File: src/rtl/signed_mult_scheduler_pkg.sv
// signed_mult_scheduler_pkg
//   Shared definitions for the two-requester signed Booth multiplier
//   scheduler: the controller state encoding and the default operand width.
package signed_mult_scheduler_pkg;

    localparam int DEFAULT_WIDTH = 3;

    typedef enum logic [1:0] {
        IDLE = 2'd0,
        RUN  = 2'd1,
        DONE = 2'd2
    } state_t;

endpackage

File: src/rtl/signed_mult_scheduler_booth.sv
// booth_mult_core
//   Sequential radix-2 Booth multiplier datapath. One recoding step per
//   cycle while step is high; WIDTH steps produce the full signed product.
//   Ports:
//     clk      - clock
//     start    - load operands and clear the accumulator
//     step     - perform one Booth add/sub + arithmetic shift
//     a, b     - signed multiplicand / multiplier (sampled on start)
//     product  - {accumulator, multiplier register}, valid after WIDTH steps
module booth_mult_core #(
    parameter int WIDTH = 3
) (
    input  logic                      clk,
    input  logic                      start,
    input  logic                      step,
    input  logic signed [WIDTH-1:0]   a,
    input  logic signed [WIDTH-1:0]   b,
    output logic signed [2*WIDTH-1:0] product
);

    // One guard bit on the accumulator and multiplicand so that
    // subtracting the most-negative multiplicand cannot overflow.
    logic signed [WIDTH:0]   acc;
    logic signed [WIDTH:0]   mcand;
    logic        [WIDTH-1:0] q;
    logic                    q_m1;
    logic signed [WIDTH:0]   sum;

    always_comb begin
        sum = acc;
        case ({q[0], q_m1})
            2'b01:   sum = acc + mcand;
            2'b10:   sum = acc - mcand;
            default: sum = acc;
        endcase
    end

    // Datapath registers carry no reset: start always reloads them before use.
    always_ff @(posedge clk) begin
        if (start) begin
            acc   <= '0;
            mcand <= {a[WIDTH-1], a};
            q     <= b;
            q_m1  <= 1'b0;
        end else if (step) begin
            acc   <= sum >>> 1;
            q     <= {sum[0], q[WIDTH-1:1]};
            q_m1  <= q[0];
        end
    end

    // The exact product fits in 2*WIDTH bits, so the guard bit is dropped.
    assign product = {acc[WIDTH-1:0], q};

endmodule

File: src/rtl/signed_mult_scheduler.sv
// signed_mult_scheduler
//   Shares one sequential Booth multiplier between two requesters.
//   Acceptance happens only in IDLE; simultaneous requests are arbitrated
//   round-robin. A result is held in DONE until the consumer takes it.
//   Ports:
//     clk, rst_n                 - clock, asynchronous active-low reset
//     reqN_valid/reqN_a/reqN_b   - requester N operand pair (N = 0, 1)
//     reqN_ready                 - requester N accepted this cycle
//     res_valid/res_id/res_product - result, owner index, signed product
//     res_ready                  - consumer takes the result this cycle
module signed_mult_scheduler
    import signed_mult_scheduler_pkg::*;
#(
    parameter int WIDTH = DEFAULT_WIDTH
) (
    input  logic                      clk,
    input  logic                      rst_n,
    input  logic                      req0_valid,
    input  logic signed [WIDTH-1:0]   req0_a,
    input  logic signed [WIDTH-1:0]   req0_b,
    output logic                      req0_ready,
    input  logic                      req1_valid,
    input  logic signed [WIDTH-1:0]   req1_a,
    input  logic signed [WIDTH-1:0]   req1_b,
    output logic                      req1_ready,
    output logic                      res_valid,
    output logic                      res_id,
    output logic signed [2*WIDTH-1:0] res_product,
    input  logic                      res_ready
);

    localparam int CNT_W = $clog2(WIDTH) + 1;
    localparam logic [CNT_W-1:0] LAST_STEP = CNT_W'(WIDTH - 1);

    state_t                    state;
    state_t                    state_nxt;
    logic [CNT_W-1:0]          cnt;
    logic                      rr_ptr;
    logic                      grant;
    logic                      accept;
    logic                      consume;
    logic                      cur_id;
    logic                      held_id;
    logic signed [2*WIDTH-1:0] core_product;
    logic signed [2*WIDTH-1:0] held_product;
    logic signed [WIDTH-1:0]   sel_a;
    logic signed [WIDTH-1:0]   sel_b;

    // A lone requester wins outright; a tie goes to the round-robin pointer.
    always_comb begin
        grant = rr_ptr;
        if (req0_valid ^ req1_valid)
            grant = req1_valid;
    end

    // Readys are gated by rst_n so they read 0 for the whole reset window.
    assign req0_ready = rst_n && (state == IDLE) && req0_valid && !grant;
    assign req1_ready = rst_n && (state == IDLE) && req1_valid &&  grant;
    assign accept     = req0_ready || req1_ready;
    assign consume    = (state == DONE) && res_ready;

    assign sel_a = grant ? req1_a : req0_a;
    assign sel_b = grant ? req1_b : req0_b;

    booth_mult_core #(.WIDTH(WIDTH)) u_core (
        .clk     (clk),
        .start   (accept),
        .step    (state == RUN),
        .a       (sel_a),
        .b       (sel_b),
        .product (core_product)
    );

    always_comb begin
        state_nxt = state;
        case (state)
            IDLE:    if (accept)            state_nxt = RUN;
            RUN:     if (cnt == LAST_STEP)  state_nxt = DONE;
            DONE:    if (res_ready)         state_nxt = IDLE;
            default:                        state_nxt = IDLE;
        endcase
    end

    always_ff @(posedge clk or negedge rst_n) begin
        if (!rst_n)
            state <= IDLE;
        else
            state <= state_nxt;
    end

    always_ff @(posedge clk or negedge rst_n) begin
        if (!rst_n) begin
            cnt          <= '0;
            rr_ptr       <= 1'b0;
            cur_id       <= 1'b0;
            held_id      <= 1'b0;
            held_product <= '0;
        end else begin
            if (accept) begin
                cnt    <= '0;
                rr_ptr <= ~grant;
                cur_id <= grant;
            end else if (state == RUN) begin
                cnt <= cnt + 1'b1;
            end
            if (consume) begin
                held_id      <= cur_id;
                held_product <= core_product;
            end
        end
    end

    // Outside DONE the last consumed result is shown, so in-flight core
    // activity never disturbs the result outputs.
    assign res_valid   = (state == DONE);
    assign res_id      = (state == DONE) ? cur_id       : held_id;
    assign res_product = (state == DONE) ? core_product : held_product;

endmodule

File: config.mk
export PLATFORM = sky130hd
export DESIGN_NAME = signed_mult_scheduler
export DESIGN_NICKNAME = d
export VERILOG_FILES = /design/src/rtl/signed_mult_scheduler_pkg.sv /design/src/rtl/signed_mult_scheduler_booth.sv /design/src/rtl/signed_mult_scheduler.sv
export SDC_FILE = /design/constraint.sdc
export NUM_CORES = 1
export LEC_CHECK = 0
export ABC_AREA = 1
export BUFFER_PORTS_ARGS = -buffer_cell sky130_fd_sc_hd__clkbuf_2
export CAP_MARGIN = 25
export CELL_PAD_IN_SITES_DETAIL_PLACEMENT = 1
export CELL_PAD_IN_SITES_GLOBAL_PLACEMENT = 2
export CORE_AREA = 4 4 52 101
export CTS_CLUSTER_DIAMETER = 60
export DETAILED_ROUTE_END_ITERATION = 8
export DIE_AREA = 0 0 56 105
export PLACE_DENSITY_LB_ADDON = 0.15
export SLEW_MARGIN = 20
export SYNTH_ARGS = -nofsm -noshare
export SYNTH_HDL_FRONTEND = slang
export SYNTH_SLANG_ARGS = --single-unit
File: constraint.sdc
create_clock -name clk -period 1.98 [get_ports clk]
set_input_delay 0.297 -clock clk [delete_from_list [all_inputs] [get_ports clk]]
set_output_delay 0.297 -clock clk [all_outputs]
set_load 0.01 [all_outputs]
After elaboration in Yosys (flattened, before gate mapping)
Cells that the tools add are included.
Widths: inputs -> output; s select.
Storage, ports and cells
  register bits after elaboration: 24
  input bits: 17
  output and inout bits: 10
Operators by class
  $add $sub $neg: 3
  equality and inequality tests: 8
  multiplexer cells: 14
  bitwise operators: 2
  reduce and logical (&&, ||, !) cells: 11
Operators with widths (count)
  $mux 3: 6
  $pmux 4 s2: 1
  $logic_and 1x1->1: 6
  $mux 2: 3
  $mux 6: 1
  $pmux 2 s3: 1
  $add 3x3->4: 1
  $eq 2x1->1 const B: 2
  $eq 2x2->1 const B: 2
  $ne 2x2->1 const B: 2
  $sub 3x3->4: 1
  $add 3x1->3 const B: 1
  $eq 3x2->1 const B: 1
  $reduce_and 3->1: 1
  $logic_not 2->1: 1
  $mux 1: 2
  $ne 2x1->1 const B: 1
  $reduce_bool 2->1: 1
  $logic_not 1->1: 1
  $logic_or 1x1->1: 1
  $not 1->1: 1
  $xor 1x1->1: 1

Depth between registers and ports, before layout
  depth in word-level cells: 7
  gate-level depth with buffers: 16
  mapped depth without buffers: 16

Hierarchy
From an unflattened synthesis, not the netlist that was laid out.
Second synthesis, totals
  cells, all modules: 196
  area, all modules: 1517.7 um2
By module, submodules not included
  signed_mult_scheduler: times used 1, cells each 111, area an instance 883.3 um2
  booth_mult_core: times used 1, cells each 85, area an instance 634.4 um2

Worst setup path before layout
OpenSTA, ideal clock, no wires.
  path kind: register -> register
  start point: register u_core.q[0]
  end point: register, netlist name u_core.acc[2]
  library setup time: 0.110 ns
  arrival: 1.697 ns
  setup slack: 0.173 ns
  stages on the path, launching flop included: 15
  path buffers: 0
  period minus slack after synthesis: 1.807 ns
  cell sequence: edfxtp_1 ha_1 inv_1 nand2_1 nand2_1 o21ai_0 ha_1 nand2_1 nand2_1 nor2_1 nand2_1 nand3_1 nand2_1 inv_1 nor2_1
On the way
  cells in the longest elaborated chain, start to end: 2
  elaborated cells on any way between the ends: 3
  those cells by class: 2 x eq/ne; 1 x mux
Ends and longest elaborated chain
  start: declaration: RTL line signed_mult_scheduler_booth.sv:25  | logic [WIDTH-1:0] q;
  start signal: assignment: RTL line signed_mult_scheduler_booth.sv:47  | q <= {sum[0], q[WIDTH-1:1]};
  $eq 2x2->1 / $eq 2x1->1 (equally long branches): RTL line signed_mult_scheduler_booth.sv:31  | case ({q[0], q_m1})
  $pmux 4 s2 (*): RTL line signed_mult_scheduler_booth.sv:31
Mark *: on every way between the ends. The rest lies on a longest branch, timed or not.
A chain may end at the register's enable or synchronous reset.

Worst setup path after layout
  start point: register u_core.mcand[1]
  end point: register, netlist name u_core.acc[2]
On the way
  cells in the longest elaborated chain, start to end: 2
  elaborated cells on any way between the ends: 3
  those cells by class: 2 x add/sub; 1 x mux
Ends and longest elaborated chain
  start: declaration: RTL line signed_mult_scheduler_booth.sv:24  | logic signed [WIDTH:0] mcand;
  start signal: assignment: RTL line signed_mult_scheduler_booth.sv:42  | mcand <= {a[WIDTH-1], a};
  $sub 3x3->4 / $add 3x3->4 (equally long branches): RTL line signed_mult_scheduler_booth.sv:33, signed_mult_scheduler_booth.sv:32
  $pmux 4 s2 (*): RTL line signed_mult_scheduler_booth.sv:31
Marked as above.

==> out/summary.txt <==
Status - finished, final reports clean
First-pass GRT wire length - 6130 um
Most common cell after layout, fill and taps aside - nand2_1
Most frequent cells in the layout - nand2_1, clkbuf_2, inv_1, o21ai_0, dfrtp_1
Critical path class - register to register
Mapped Cells - 169
Tcrit/Tclk final - 93.8%
DRT Wirelength - 3650 um
Max transition margin - 63.8%
Antenna violations before repair - 0
Layout area overhead - 26.1%
Total track usage - 13.3%
Post-synthesis sequential area ratio - 43.7%
Crit path capture type - register
Final layout net count - 231
Max cap viols - 0
Number of global-route vias before repair - 1295
Total power - 2.88 mW
DR iter-0 viols - 16
Via-to-Cell Ratio - 4.70
Wire length on met1 - 1270 um
Netlist cell types - 28
Final std cells w/o fill - 260
Final setup viols - 0
Cell taking the most area after synthesis - dfrtp_1
R2R Path Start - u_core.mcand[1]
Synth top area share - 25.1%
Highest routed layer - met4
Count of final max-slew check failures - 0
Pwr/cell area - 1640 mW/mm^2
Worst Path Required - 2.19 ns
Die Ht - 105 um
Fin. Hold Viols - 0
Top post-synthesis cells by area - dfrtp_1, nand2_1, edfxtp_1, o21ai_0, inv_1
CP Launch Type - register
Clock slew at reported path FFs - 0.09 ns
Fmax - 539 MHz
LEAKAGE - 0.865 nW
Synthesis-stage register bit count - 24
ANT nets after route - 0
Yosys warning count - 0
Initial Util - 30.7%
Total grt overflow - 0
Routability Congestion - 0.716
Met2 wirelength from detailed routing - 2240 um
Worst Setup SP - u_core.mcand[1]
CTS tree - yes
VDD IR-drop max - 0.925 mV
Worst Max-Slew Pin Slew - 0.537 ns
Syn_nets - 194
Worst EP arrival - 2.07 ns
Rows - 35
Wire per inst - 14.1 um
Final hold slack - 0.226 ns
Mean post-synth cell area - 8.26 um^2
Hold Path Class - primary input to register
Final min period - 1.86 ns
Layout cells sized above 1 - 31.2%
CTS buffer count - 3
Crit path max fanout - 3
Pre-Repair DR Iteration Count - 4
Worst-skew pair later-pin latency - 0.27 ns
Post-Syn Area - 0.00140 mm^2
TritonCTS sink count - 24
Via Count - 1221
# H-tree levels - 1
Pin count of the biggest net entering global routing - 16
Met3 wire len - 60 um
Die width - 56 um
HPWL Detailed - 3040 um
# diodes - 0
Worst Min Path Start - res_ready
Clk Tree Root Cell - clkbuf_8
Post-Place Cells - 251
DRC violations left - 0
Setup Skew - 0.00323 ns
Die ar. - 0.00588 mm^2
Core ar. - 0.00455 mm^2
Port bufs - 26
CTS max path bufs - 2
I/O pin cnt - 27
==> Yosys cell counts <==
library cell	count
o21ai_0	20
xnor2_1	1
mux2_2	3
o21ai_2	3
edfxtp_1	6
dfrtp_1	14
o211ai_1	1
fa_1	1
o22ai_1	2
inv_1	25
nand2_1	52
inv_2	1
dfxtp_1	4
nor3b_4	1
inv_4	1
buf_2	2
nor2_1	7
nor2_2	2
a21oi_2	1
ha_1	7
xor2_1	1
nand2_4	1
nand2_2	1
nand4_1	1
o211ai_2	2
nand3_1	6
a21oi_1	2
o21ai_4	1
==> report_power, final <==
part | internal [mW] | switching, mW
combinational | 0.690 | 0.956
clock | 0.178 | 0.160
sequential | 0.755 | 0.146
total | 1.62 | 1.26
==> sequential cells by signal, indices dropped and copies added, names as in the netlist <==
register / flops
rr_ptr: 1
held_product: 6
u_core.q: 3
u_core.acc: 3
u_core.q_m1: 1
u_core.mcand: 3
cur_id: 1
cnt: 3
state: 2
held_id: 1
==> per-layer routing <==
metal	up-vias	GRT usage (%)
li1	614	-
met1	590	13.3
met2	11	25.9
met3	6	1.48
met4	0	6.45
met5	-	0
==> timing repair <==
action                                  in CTS  in global routing
pin swaps                                    1                  6
resized for setup                            3                 12
hold buffers                                 1                  0
setup buffers                                2                  2
endpoints found under the hold margin       14                  0
endpoints found under the setup margin       1                  2
==> stage by stage <==
step	area [um^2]	util [%]	worst slack [ns]	TNS, ns
6_report	1760	38.7	0.124	0
2_1_floorplan	1400	-	0.173	0
5_1_grt	1760	38.7	-0.0170	-0.0170
3_5_place_dp	1610	35.3	-0.0990	-0.0990
3_3_place_gp	1610	35.3	-0.0230	-0.0230
4_1_cts	1690	37.1	0.00801	0
==> critical path: stages (launching register included) <==
cell and delay, ns:
edfxtp_1 0.36, inv_1 0.08, ha_1 0.30, inv_2 0.05
o21ai_4 0.17, inv_2 0.07, ha_4 0.26, nand2_1 0.05
nor2_2 0.10, nor2_1 0.04, nand2_1 0.07, nand3_1 0.08
nand2_1 0.06, inv_1 0.04, nor2_1 0.09
==> path summary, 6_finish.rpt <==
kind	to	slack [ns]	cells past startpoint
worst min-delay path	state[1]	0.23	2
min in group asynchronous	state[0]	0.51	3
worst max-delay path	u_core.acc[2]	0.12	14
worst max register to register	u_core.acc[2]	0.12	14
max in group asynchronous	state[1]	1.31	3
worst min register to register	u_core.q_m1	0.47	2
==> cell type report <==
cell class | instances | area, um^2
fillers | 562 | 2790
multi-input cells | 116 | 727
flip-flops and latches | 24 | 611
repair buffers | 34 | 193
inverters | 27 | 106
well taps | 55 | 68.8
clock buffers | 4 | 55.1
==> cell families (layout without fill, tap and decap cells) <==
group | after synthesis | count (layout) | share of synthesized area, %
simple gates | 71 | 71 | 22.0
compound gates | 32 | 32 | 14.8
buf+inv | 29 | 65 | 8.15
flops | 24 | 24 | 43.7
fa+ha+maj | 8 | 8 | 7.71
mux | 3 | 3 | 2.42
xor+xnor | 2 | 2 | 1.25
Power figures use the tool's default switching activity.
